File: src/rtl/mlp_core_param.sv
`default_nettype none
// +--------------------------------------------------------------------------+
// | mlp_core_param                                                           |
// | Two-layer inference sequencer: binary pixels -> hidden -> output -> argmax.|
// | Optional abort input when MLP_CORE_ABORT_EN is defined.                  |
// | Revision: 1.0                                                            |
// +--------------------------------------------------------------------------+
module mlp_core_param #(
  parameter int N_IN   = 784,
  parameter int N_HID  = 32,
  parameter int N_OUT  = 10,
  parameter int DW     = 8,
  parameter int ACC_W  = 26,
  parameter int LUT_AW = 11,
  parameter int SHIFT  = 7,
  localparam int IN_AW  = (N_IN > 1) ? $clog2(N_IN) : 1,
  localparam int WH_AW  = (N_HID * N_IN > 1) ? $clog2(N_HID * N_IN) : 1,
  localparam int WO_AW  = (N_OUT * N_HID > 1) ? $clog2(N_OUT * N_HID) : 1,
  localparam int OUT_AW = (N_OUT > 1) ? $clog2(N_OUT) : 1
) (
  input  logic              clk,
  input  logic              rst_n,
`ifdef MLP_CORE_ABORT_EN
  input  logic              abort,
`endif
  input  logic              start,
  output logic [IN_AW-1:0]  in_addr,
  input  logic              in_q,
  output logic [WH_AW-1:0]  wh_addr,
  input  logic [DW-1:0]     wh_q,
  output logic [WO_AW-1:0]  wo_addr,
  input  logic [DW-1:0]     wo_q,
  output logic [LUT_AW-1:0] lut_addr,
  input  logic [DW-1:0]     lut_q,
  output logic              busy,
  output logic              done,
  output logic [OUT_AW-1:0] digit,
  output logic [DW-1:0]     max_val
);

  localparam int HID_AW = (N_HID > 1) ? $clog2(N_HID) : 1;
  localparam int K_N    = (N_IN > N_HID) ? N_IN : N_HID;
  localparam int K_W    = (K_N > 1) ? $clog2(K_N) : 1;
  localparam int U_N    = (N_HID > N_OUT) ? N_HID : N_OUT;
  localparam int U_W    = (U_N > 1) ? $clog2(U_N) : 1;

  localparam logic signed [ACC_W-1:0] c_sat_hi = ACC_W'((64'd1 << (LUT_AW - 1)) - 64'd1);
  localparam logic signed [ACC_W-1:0] c_sat_lo = ~c_sat_hi;
  localparam logic [DW-1:0]           c_pix_on = {1'b0, {(DW-1){1'b1}}};

  typedef enum logic [3:0] {
    S_IDLE, S_H_MAC, S_H_DRAIN, S_H_LUT, S_H_WRITE,
    S_O_MAC, S_O_DRAIN, S_O_LUT, S_O_WRITE, S_DONE
  } state_t;

  state_t r_state, w_next;

  logic [K_W-1:0]           r_k;      // MAC element / drain counter
  logic [U_W-1:0]           r_unit;   // hidden unit, then output unit
  logic                     r_dv, r_pv;
  logic signed [ACC_W-1:0]  r_prod, r_acc;
  logic [DW-1:0]            r_hid_q;
  logic [DW-1:0]            r_hidden [N_HID];
  logic [DW-1:0]            r_best_val;
  logic [OUT_AW-1:0]        r_best_idx;

  logic                     w_abort, w_kill, w_out_layer, w_take;
  logic [31:0]              w_unit_ext, w_k_ext;
  logic signed [DW:0]       w_opa;
  logic signed [DW-1:0]     w_opb;
  logic signed [2*DW:0]     w_prod;
  logic signed [ACC_W-1:0]  w_shift;
  logic [LUT_AW-1:0]        w_sat, w_lut_addr;
  logic [DW-1:0]            w_best_val;
  logic [OUT_AW-1:0]        w_best_idx;

`ifdef MLP_CORE_ABORT_EN
  assign w_abort = abort;
`else
  assign w_abort = 1'b0;
`endif
  assign w_kill = w_abort && (r_state != S_IDLE);

  always_ff @(posedge clk or negedge rst_n) begin
    if (!rst_n) r_state <= S_IDLE;
    else        r_state <= w_next;
  end

  always_comb begin
    w_next = r_state;
    busy   = 1'b0;
    done   = 1'b0;
    case (r_state)
      S_IDLE:    if (start && !w_abort) w_next = S_H_MAC;
      S_H_MAC:   begin busy = 1'b1; if (r_k == K_W'(N_IN - 1)) w_next = S_H_DRAIN; end
      S_H_DRAIN: begin busy = 1'b1; if (r_k == K_W'(1)) w_next = S_H_LUT; end
      S_H_LUT:   begin busy = 1'b1; w_next = S_H_WRITE; end
      S_H_WRITE: begin
        busy   = 1'b1;
        w_next = (r_unit == U_W'(N_HID - 1)) ? S_O_MAC : S_H_MAC;
      end
      S_O_MAC:   begin busy = 1'b1; if (r_k == K_W'(N_HID - 1)) w_next = S_O_DRAIN; end
      S_O_DRAIN: begin busy = 1'b1; if (r_k == K_W'(1)) w_next = S_O_LUT; end
      S_O_LUT:   begin busy = 1'b1; w_next = S_O_WRITE; end
      S_O_WRITE: begin
        busy   = 1'b1;
        w_next = (r_unit == U_W'(N_OUT - 1)) ? S_DONE : S_O_MAC;
      end
      S_DONE:    begin done = 1'b1; w_next = S_IDLE; end
      default:   w_next = S_IDLE;
    endcase
    if (w_kill) begin
      w_next = S_IDLE;
      done   = 1'b0;
    end
  end

  assign w_unit_ext = 32'(r_unit);
  assign w_k_ext    = 32'(r_k);
  assign in_addr    = (r_state == S_H_MAC) ? IN_AW'(r_k) : '0;
  assign wh_addr    = (r_state == S_H_MAC) ? WH_AW'(w_unit_ext * N_IN + w_k_ext) : '0;
  assign wo_addr    = (r_state == S_O_MAC) ? WO_AW'(w_unit_ext * N_HID + w_k_ext) : '0;
  assign lut_addr   = (r_state == S_H_LUT || r_state == S_O_LUT) ? w_lut_addr : '0;

  // Data arrives one cycle after its address, so the layer is judged from the following state.
  assign w_out_layer = (r_state == S_O_MAC) || (r_state == S_O_DRAIN);

  always_comb begin
    if (w_out_layer) begin
      w_opa = {1'b0, r_hid_q};
      w_opb = $signed(wo_q);
    end else begin
      w_opa = in_q ? {1'b0, c_pix_on} : '0;
      w_opb = $signed(wh_q);
    end
    w_prod = (2*DW+1)'(w_opa) * (2*DW+1)'(w_opb);
  end

  always_comb begin
    w_shift = r_acc >>> SHIFT;
    if (w_shift > c_sat_hi)      w_sat = LUT_AW'(c_sat_hi);
    else if (w_shift < c_sat_lo) w_sat = LUT_AW'(c_sat_lo);
    else                         w_sat = LUT_AW'(w_shift);
    w_lut_addr = {~w_sat[LUT_AW-1], w_sat[LUT_AW-2:0]};
  end

  // Unit 0 always seeds the running max; strict compare keeps the lowest index on ties.
  assign w_take     = (r_unit == '0) || (lut_q > r_best_val);
  assign w_best_val = w_take ? lut_q : r_best_val;
  assign w_best_idx = w_take ? OUT_AW'(r_unit) : r_best_idx;

  always_ff @(posedge clk or negedge rst_n) begin
    if (!rst_n) begin
      r_k        <= '0;
      r_unit     <= '0;
      r_dv       <= 1'b0;
      r_pv       <= 1'b0;
      r_prod     <= '0;
      r_acc      <= '0;
      r_hid_q    <= '0;
      r_best_val <= '0;
      r_best_idx <= '0;
      digit      <= '0;
      max_val    <= '0;
      for (int i = 0; i < N_HID; i++) r_hidden[i] <= '0;
    end else begin
      if (w_kill || w_next != r_state) r_k <= '0;
      else if (r_state inside {S_H_MAC, S_H_DRAIN, S_O_MAC, S_O_DRAIN}) r_k <= r_k + K_W'(1);

      if (w_kill) r_unit <= '0;
      else if (r_state == S_H_WRITE)
        r_unit <= (r_unit == U_W'(N_HID - 1)) ? '0 : r_unit + U_W'(1);
      else if (r_state == S_O_WRITE)
        r_unit <= (r_unit == U_W'(N_OUT - 1)) ? '0 : r_unit + U_W'(1);

      r_dv   <= !w_kill && (r_state == S_H_MAC || r_state == S_O_MAC);
      r_pv   <= !w_kill && r_dv;
      r_prod <= ACC_W'(w_prod);
      if (r_state == S_O_MAC) r_hid_q <= r_hidden[HID_AW'(r_k)];

      if (w_kill || r_state == S_H_WRITE || r_state == S_O_WRITE) r_acc <= '0;
      else if (r_pv) r_acc <= r_acc + r_prod;

      if (r_state == S_H_WRITE) r_hidden[HID_AW'(r_unit)] <= lut_q;

      if (r_state == S_O_WRITE && !w_kill) begin
        r_best_val <= w_best_val;
        r_best_idx <= w_best_idx;
        if (r_unit == U_W'(N_OUT - 1)) begin
          digit   <= w_best_idx;
          max_val <= w_best_val;
        end
      end
    end
  end

endmodule
`default_nettype wire
File: config.mk
export PLATFORM = sky130hd
export DESIGN_NAME = mlp_core_param
export DESIGN_NICKNAME = d
export VERILOG_FILES = /design/src/rtl/mlp_core_param.sv
export SDC_FILE = /design/constraint.sdc
export NUM_CORES = 1
export LEC_CHECK = 0
export ABC_CLOCK_PERIOD_IN_PS = 8880
export CORE_MARGIN = 5
export CORE_UTILIZATION = 58
export CTS_CLUSTER_SIZE = 20
export DETAILED_ROUTE_END_ITERATION = 10
export GPL_ROUTABILITY_DRIVEN = 0
export PLACE_DENSITY = 0.86
export RECOVER_POWER = 25
export SLEW_MARGIN = 10
export SYNTH_ARGS = -nofsm -noshare
export SYNTH_HDL_FRONTEND = slang
export SYNTH_SLANG_ARGS = --single-unit
File: constraint.sdc
create_clock -name clk -period 8.88 [get_ports clk]
set_input_delay 1.776 -clock clk [delete_from_list [all_inputs] [get_ports clk]]
set_output_delay 1.776 -clock clk [all_outputs]
set_load 0.03 [all_outputs]
==> impl_metrics.yaml, run 1 <==
floorplanning:
  die_w_um: 197.2
  start_util_pct: 58.82
  core_area_mm2: 0.03454
  die_area_mm2: 0.03888
  dieHeight_um: 197.2
  io_pins: 87
  fp-row-count: 68
sta:
  fmax_mhz: 146.5
  tns_ns: 0
  grt_setup_unrepaired: "false"
  period_share_pct: 76.86
  tightest_slew_ns: 1.922
  final_max_slew_viol_count: 144
  setup_violations: 0
  hold_viol: 0
  skew_ns: 0.02423
  fin_ws_ns: 2.055
  max-slew-margin-rel_pct: -28.15
  period_needed_ns: 6.825
yosys:
  synth_area_leaders: "dfrtp_1 (43%), mux2_2 (13%), ha_1 (6.5%), mux4_2 (6.2%), fa_1 (4.0%)"
  synth_cell_types: 72
  synth_fp_nets: 1936
  synth_top_area_cell: "dfrtp_1"
  synth-seq-cells: 352
  synth_edf_count: 0
  async_reset_ff_share_pct: 100.0
  syn-instance-count: 1762
  yosysWarnings: 0
  synth_top_area_share_pct: 43.35
  syn_avg_cell_area_um2: 11.53
  synth_most_common_cell: "dfrtp_1"
  seq_area_frac_synth_pct: 43.35
  syn_area_mm2: 0.02032
  synthTopCellsByCount: "dfrtp_1 (352), mux2_2 (237), nor2_1 (154)"
  synth_top_flop_cell: "dfrtp_1"
outcome:
  violations: "max-capacitance violations, max-slew violations"
  status: "finished with violations"
finish:
  area_delta_synth_final_pct: 11.83
  antenna_cells: 0
  finalNetCount: 1986
  nFillCells: 2426
  drive_gt1_share_pct: 21.73
global_route:
  antenna_found_initial: 0
  first_global_vias: 15294
  grt.met1_usage_pct: 34.59
  grt_pass1_wl_mm: 80.88
  grt_max_degree: 134
  met2_usage_pct: 42.17
  use_met3_pct: 4.366
  grt_usage_pct: 25.64
  busiest_layer: "met2"
  grt-ovfl-total: 0
setup_path:
  timing.rr.end: "r_prod[16]$_DFF_PN0_"
  worst_path_max_delay_cell: "fa_1"
  ff2ff_path_depth: 20
  path_class: "in -> reg"
  cp_data_required_time_ns: 9.27
  crit_path_start: "in_q"
  slowest_delay_ns: 0.56
  cp-endpoint: "r_prod[16]$_DFF_PN0_"
  cp_max_fo: 8
  end_kind: "flip-flop"
  reg2reg_from: "r_state[3]$_DFF_PN0_"
  crit_top_cell: "fa_1"
  cp.arrival_ns: 7.22
  crit_chain: "clkdlybuf4s50_1 -> nor2b_1 -> a21oi_1 -> or2_2 -> fa_1 -> fa_1 -> inv_1 -> fa_1 -> inv_1 -> fa_1 -> inv_1 -> ha_1 -> o21ai_1 -> a21boi_1 -> o41a_1 -> a41o_1 -> o41ai_1 -> xnor2_1"
  reg2reg_slack_ns: 2.40
  start_kind: "primary input"
cts:
  postCtsHoldBufs: 0
  h-tree-depth: 2
  cts_sinks: 352
  cts_setup_buffers: 0
  post_cts_resized: 0
  cts_tree: "built"
  worstSkewPairLatency_ns: 0.54
  clk_pin_slew_ns: 0.06
  numCtsBuffers: 36
  cts-root-buf: "clkbuf_16"
  clockBufferDepth: 3
power:
  powerDensity_mw_per_mm2: 257.8
  power.share.combinational_pct: 39.7
  p_int_mw: 3.728
  switching_power_mw: 2.129
  p_leak_nw: 10.06
  p_seq_share_pct: 33.6
  power_frac_clock_pct: 26.7
  max-vdd-ir-drop_v: 0.0002686
  switching_share_pct: 36.36
route:
  dr.pass1.iters: 5
  routed_wl_mm: 48.85
  drt_drc_violations_left: 0
  viasPerCell: 6.275
  ant_nets: 0
  wire_per_inst_um: 21.32
  drt_iter0_drc: 1102
  vias: 14377
worst_hold_path:
  hold_class: "reg -> reg"
flow_run:
  cap_violations: 4
place:
  hpwl_mm: 32.92
  dp_slack_ns: 1.561
  io_buffers: 86
-- flip-flops by register name (all words and copies together), names as in the netlist --
| signal | cells |
|---|---|
| digit | 4 |
| r_pv | 1 |
| r_best_idx | 4 |
| r_dv | 1 |
| r_hid_q | 8 |
| max_val | 8 |
| r_prod | 17 |
| r_best_val | 8 |
| r_state | 4 |
| r_unit | 5 |
| r_k | 10 |
| r_acc | 26 |
| r_hidden | 256 |
-- worst min path at each step --
stage | from | endpoint | slack (ns) | cells after the start
after floorplan | r_dv$_DFF_PN0_ | r_pv$_DFF_PN0_ | 0.33 | 0
after global placement | r_dv$_DFF_PN0_ | r_pv$_DFF_PN0_ | 0.36 | 0
after detailed placement | r_dv$_DFF_PN0_ | r_pv$_DFF_PN0_ | 0.35 | 0
after CTS | r_dv$_DFF_PN0_ | r_pv$_DFF_PN0_ | 0.38 | 0
after global routing | r_dv$_DFF_PN0_ | r_pv$_DFF_PN0_ | 0.39 | 0
final | r_dv$_DFF_PN0_ | r_pv$_DFF_PN0_ | 0.37 | 0
-- power groups by stage --
stage	Sequential, mW	Clock (mW)	Combinational (mW)
after floorplan	1.88	0	1.83
after global placement	1.98	0	2.19
after detailed placement	1.99	0	2.28
after CTS	1.96	1.58	2.31
after global routing	1.99	1.66	2.55
final	1.97	1.56	2.32
-- cells in the final DEF (no fill, tap or decap), types with 17 or more instances in the layout --
cell               n
dfrtp_1          350
mux2_2           236
nor2_1           154
ha_1             105
nand2_1           96
inv_1             88
a21oi_1           81
clkdlybuf4s50_1   81
o21ai_0           75
mux2i_1           66
mux4_2            56
fa_1              41
clkbuf_16         36
nand3_1           35
xnor2_1           33
nor3_1            21
and2_1            19
xor2_1            19
a221oi_1          17
-- kinds of logic after synthesis --
family                   Yosys count  synth area share (%)
buffers and inverters            183                 3.633
flip-flops                       352                 43.35
AO/OA/AOI/OAI                    267                 8.498
multiplexers                     359                 22.59
AND/OR/NAND/NOR                  403                 9.181
XOR/XNOR                          52                 2.241
adder cells (fa/ha/maj)          146                 10.50
-- layout make-up --
type	count	area (µm²)	area share, %
Sequential cell	352	8813	38.79
Clock buffer	51	1067	4.697
Multi-Input combinational cell	1227	10780	47.44
Inverter	90	337.8	1.487
Clock inverter	11	166.4	0.7323
Timing Repair Buffer	105	989.7	4.355
Tap cell	455	569.3	2.505
-- metal layers --
| metal | part of all wire, % | up-vias |
|---|---|---|
| met1 | 41 | 7326 |
| met5 | 0 | - |
| li1 | - | 6400 |
| met4 | 3.6 | 0 |
| met3 | 6.9 | 121 |
| met2 | 49 | 530 |
-- critical path: cells and delay by family --
| kind | cells | cell delay [ns] |
|---|---|---|
| compound gates | 6 | 1.44 |
| xor+xnor | 1 | 0.13 |
| buf+inv | 4 | 0.62 |
| fa+ha+maj | 5 | 2.44 |
| simple gates | 2 | 0.82 |
-- per-stage QoR --
stage | power [mW] | cells | utilization [%] | instance area (µm²) | hold WS [ns]
final | 5.857 | 2291 | 65.78 | 22720 | 0.3735
after global routing | 6.196 | 2291 | 65.78 | 22720 | 0.3874
after CTS | 5.855 | 2291 | 65.85 | 22750 | 0.3799
after global placement | 4.172 | 2229 | 62.28 | 21510 | 0.3577
after floorplan | 3.704 | 1762 | - | 20320 | 0.3312
after detailed placement | 4.268 | 2229 | 62.28 | 21510 | 0.3536
Note: power is estimated with default switching activity, not from simulation.
==> run 2, diff against run 1 <==
Settings changed: ABC_CLOCK_PERIOD_IN_PS 8880 to 6500.
Clock period 8.88 ns to 6.5 ns, I/O delays scaled along.
==> impl_metrics.yaml, run 2 (synthesis gave the netlist of run 1 again) <==
global_route:
  first_global_vias: 15103
  grt-ovfl-total: 0
  grt_max_degree: 156
  antenna_found_initial: 0
  grt_usage_pct: 26.05
  grt_pass1_wl_mm: 81.66
finish:
  largest_register: "r_hidden"
  area_delta_synth_final_pct: 13.21
  finalNetCount: 2014
  antenna_cells: 0
  final_common_cell: "dfrtp_1"
  top_regs: "r_hidden (256), r_acc (26), r_prod (17)"
  utilization_pct: 66.59
  final_cell_mix: "dfrtp_1 (350), mux2_2 (237), nor2_1 (154)"
  drive_gt1_share_pct: 23.33
  largest_reg_flops: 256
route:
  ant_nets: 0
  routed_wl_mm: 50.46
  wire_per_inst_um: 21.71
  vias: 14505
  drt_drc_violations_left: 0
  dr.pass1.iters: 5
  viasPerCell: 6.241
  drt_iter0_drc: 1153
setup_path:
  cp_max_fo: 24
  crit_top_cell: "buf_4"
  timing.rr.end: "r_prod[16]$_DFF_PN0_"
  worst_path_max_delay_cell: "fa_1"
  ff2ff_path_depth: 24
  slowest_delay_ns: 0.55
  crit_chain: "buf_4 -> nand2b_1 -> a21oi_2 -> buf_4 -> nor2b_1 -> buf_4 -> a21oi_1 -> buf_4 -> buf_4 -> nor2_1 -> fa_1 -> ha_1 -> inv_1 -> fa_1 -> fa_1 -> inv_1 -> ha_1 -> nor2b_1 -> o21ai_1 -> a21boi_1 -> o41a_1 -> a41o_1 -> o41ai_1 -> xnor2_1"
  cp.arrival_ns: 6.52
  cp_data_required_time_ns: 6.90
  path_class: "reg -> reg"
  start_kind: "flip-flop"
  end_kind: "flip-flop"
  reg2reg_slack_ns: 0.38
  reg2reg_from: "r_state[0]$_DFF_PN0_"
worst_hold_path:
  hold_depth: 0
  hold_start: "r_dv$_DFF_PN0_"
  hold_class: "reg -> reg"
  holdPathEnd: "r_pv$_DFF_PN0_"
power:
  p_leak_nw: 10.23
  p_seq_share_pct: 32.2
  power.share.combinational_pct: 40.0
  max-vdd-ir-drop_v: 0.0002800
  p_int_mw: 5.194
  power_frac_clock_pct: 27.8
  power_mw: 8.185
  switching_share_pct: 36.54
  switching_power_mw: 2.990
  powerDensity_mw_per_mm2: 355.8
cts:
  numCtsBuffers: 38
  h-tree-depth: 2
  cts-root-buf: "clkbuf_16"
  clk_pin_slew_ns: 0.07
  postCtsHoldBufs: 0
  worstSkewPairLatency_ns: 0.55
  clockBufferDepth: 3
  cts_tree: "built"
  cts_sinks: 352
sta:
  skew_ns: 0.02509
  setup_violations: 0
  fmax_mhz: 163.3
  hold_viol: 0
  period_needed_ns: 6.123
  tightest_slew_ns: 3.205
  tns_ns: 0
  grt_setup_unrepaired: "false"
  max-slew-margin-rel_pct: -113.7
  period_share_pct: 94.20
  final_max_slew_viol_count: 286
place:
  io_buffers: 86
  hpwl_mm: 34.00
floorplanning:
  start_util_pct: 58.82
  die_w_um: 197.2
  die_area_mm2: 0.03888
  io_pins: 87
  dieHeight_um: 197.2
  core_area_mm2: 0.03454
  fp-row-count: 68
outcome:
  status: "finished with violations"
  violations: "max-capacitance violations, max-slew violations"
flow_run:
  cap_violations: 2
## run 2: worst max-delay path by stage
stage | start | endpoint | slack [ns] | depth (start not counted)
after detailed placement | in_q | r_prod[16]$_DFF_PN0_ | 0.04 | 19
after CTS | r_state[0]$_DFF_PN0_ | r_prod[16]$_DFF_PN0_ | 0.39 | 20
after floorplan | in_q | r_prod[16]$_DFF_PN0_ | 0.58 | 17
after global routing | r_state[0]$_DFF_PN0_ | r_prod[16]$_DFF_PN0_ | 0.04 | 24
after global placement | in_q | r_prod[16]$_DFF_PN0_ | 0.18 | 19
final | r_state[0]$_DFF_PN0_ | r_prod[16]$_DFF_PN0_ | 0.38 | 24
## run 2: cell type report
class,count,area [µm²]
sequential,352,8813
fill,2378,11540
tap,455,569.3
multi-input combinational,1227,10770
clock inverter,22,290.3
inverter,90,337.8
clock buffer,47,1035
timing repair buffer,131,1186
## run 2: critical path: cells and delay by family, from the launching register on
family | cells | cell delay (ns)
adder cells (fa/ha/maj) | 5 | 2.12
AO/OA/AOI/OAI | 7 | 1.72
buffers and inverters | 7 | 1.05
AND/OR/NAND/NOR | 4 | 0.50
flip-flops | 1 | 0.41
XOR/XNOR | 1 | 0.14
## run 2: timing repair
action                                  4_1_cts  5_1_grt
endpoints found under the setup margin        0        1
gates resized for setup                       0        1
buffers inserted                              0        0
## run 2: per-stage QoR
| stage | hold slack [ns] | worst slack [ns] | instance area [µm²] | cells |
|---|---|---|---|---|
| after floorplan | 0.3312 | 0.5796 | 20320 | 1762 |
| final | 0.3667 | 0.3770 | 23000 | 2324 |
| after detailed placement | 0.3587 | 0.03910 | 21720 | 2255 |
| after CTS | 0.3698 | 0.3915 | 23040 | 2324 |
| after global placement | 0.3519 | 0.1787 | 21720 | 2255 |
| after global routing | 0.3757 | 0.03848 | 23000 | 2324 |
## run 2: metal layers
| metal | global-route usage [%] | part of all wire, % | up-vias |
|---|---|---|---|
| met2 | 43.15 | 49 | 581 |
| met1 | 34.96 | 40 | 7369 |
| met5 | 0 | 0 | - |
| met4 | 8.808 | 3.2 | 0 |
| li1 | - | - | 6435 |
| met3 | 4.963 | 7.4 | 120 |
## run 2: power groups by stage
stage	Clock [mW]	Sequential, mW	Combinational [mW]
final	2.27	2.64	3.28
after global routing	2.39	2.66	3.58
after CTS	2.30	2.63	3.26
after detailed placement	0	2.66	3.21
after global placement	0	2.65	3.09
after floorplan	0	2.56	2.50
==> run 3, diff against run 2 <==
Settings changed: CTS_BUF_LIST set to sky130_fd_sc_hd__clkbuf_8 sky130_fd_sc_hd__clkbuf_16, PLACE_DENSITY 0.86 to 0.82.
==> impl_metrics.yaml, run 3 (synthesis gave the netlist of run 1 again) <==
outcome:
  status: "finished with violations"
  violations: "max-capacitance violations, max-slew violations"
floorplanning:
  die_area_mm2: 0.03888
  start_util_pct: 58.82
  die_w_um: 197.2
  dieHeight_um: 197.2
  core_area_mm2: 0.03454
  fp-row-count: 68
  io_pins: 87
cts:
  cts_sinks: 352
  post_cts_resized: 0
  cts-root-buf: "clkbuf_16"
  clockBufferDepth: 3
  postCtsHoldBufs: 0
  h-tree-depth: 2
  cts_tree: "built"
  cts_setup_buffers: 0
  clk_pin_slew_ns: 0.06
  numCtsBuffers: 37
  worstSkewPairLatency_ns: 0.55
setup_path:
  start_kind: "flip-flop"
  cp.arrival_ns: 4.72
  cp_max_fo: 24
  path_class: "reg -> out"
  cp_data_required_time_ns: 5.20
  end_kind: "output pin"
sta:
  grt_setup_unrepaired: "false"
  setup_violations: 0
  final_max_slew_viol_count: 195
  hold_viol: 0
  period_needed_ns: 6.023
  tns_ns: 0
  fmax_mhz: 166.0
  max-slew-margin-rel_pct: -128.8
  skew_ns: 0.01232
  period_share_pct: 92.66
  tightest_slew_ns: 3.432
finish:
  utilization_pct: 66.34
  multi_input_area_mm2: 0.01078
  finalNetCount: 2014
  drive_gt1_share_pct: 22.78
  nFillCells: 2507
  top_regs: "r_hidden (256), r_acc (26), r_prod (17)"
  largest_reg_flops: 256
  area_delta_synth_final_pct: 12.77
  ff_latch_area_mm2: 0.008813
  antenna_cells: 0
  final_common_cell: "dfrtp_1"
  largest_register: "r_hidden"
  final_cell_mix: "dfrtp_1 (350), mux2_2 (237), nor2_1 (154)"
route:
  drt_drc_violations_left: 0
  vias: 14250
  wire_per_inst_um: 21.16
  viasPerCell: 6.140
  dr.pass1.iters: 5
  ant_nets: 0
  drt_iter0_drc: 1103
  routed_wl_mm: 49.12
power:
  powerDensity_mw_per_mm2: 350.2
  p_leak_nw: 10.23
  max-vdd-ir-drop_v: 0.0003395
global_route:
  grt_pass1_wl_mm: 79.80
  grt_max_degree: 143
  grt-ovfl-total: 0
  first_global_vias: 14919
  grt_usage_pct: 25.56
  antenna_found_initial: 0
place:
  io_buffers: 86
  hpwl_mm: 33.63
flow_run:
  cap_violations: 2
worst_hold_path:
  hold_class: "reg -> reg"
## run 3: worst paths after layout
path,start,end,slack [ns],cells past startpoint
max in group asynchronous,rst_n,r_k[1]$_DFFE_PN0P_,1.68,2
worst min register to register,r_dv$_DFF_PN0_,r_pv$_DFF_PN0_,0.37,0
worst min-delay path,r_dv$_DFF_PN0_,r_pv$_DFF_PN0_,0.37,0
worst max register to register,r_state[1]$_DFF_PN0_,r_prod[16]$_DFF_PN0_,0.55,19
worst max-delay path,r_unit[2]$_DFFE_PN0N_,wh_addr[14],0.48,11
min in group asynchronous,rst_n,r_unit[3]$_DFFE_PN0N_,0.79,1
## run 3: through the flow
stage	area [µm²]	power, mW	worst slack [ns]	hold WS (ns)	cells
floorplan	20320	5.060	0.5796	0.3312	1762
global placement	21730	5.751	0.1721	0.3527	2256
detailed placement	21730	5.881	0.1044	0.3602	2256
CTS	22950	8.042	0.5914	0.3729	2321
global route	22910	8.477	0.2507	0.3781	2321
finish	22910	8.025	0.4774	0.3727	2321
## run 3: layout make-up
class / count / area share, %
clock inverters: 22 / 0.8791
multi-input cells: 1227 / 47.04
flip-flops and latches: 352 / 38.46
inverters: 90 / 1.474
clock buffers: 43 / 4.450
repair buffers: 132 / 5.209
well taps: 455 / 2.484
## run 3: critical path, stage by stage, from the launching register on
cell	delay, ns
dfrtp_1	0.44
clkbuf_1	0.93
inv_1	0.21
ha_1	0.39
ha_1	0.19
ha_1	0.32
xor2_1	0.19
or3_1	0.40
nor3_1	0.24
xnor2_1	0.09
nor2_1	0.08
clkdlybuf4s50_1	0.69
## run 3: layer usage
layer / GRT usage [%] / vias up / part of all wire [%]
met3: 4.469 / 108 / 6.1
li1: - / 6439 / -
met2: 43.11 / 457 / 50
met4: 10.27 / 0 / 4.0
met1: 33.12 / 7246 / 40
met5: 0 / - / 0
## run 3: where the power goes
group	leakage [nW]	switching, mW	total, mW	internal, mW
registers	4.05	0.261	2.69	2.43
logic	5.54	1.79	3.21	1.42
clock network	0.646	0.887	2.13	1.24
total	10.2	2.94	8.03	5.09
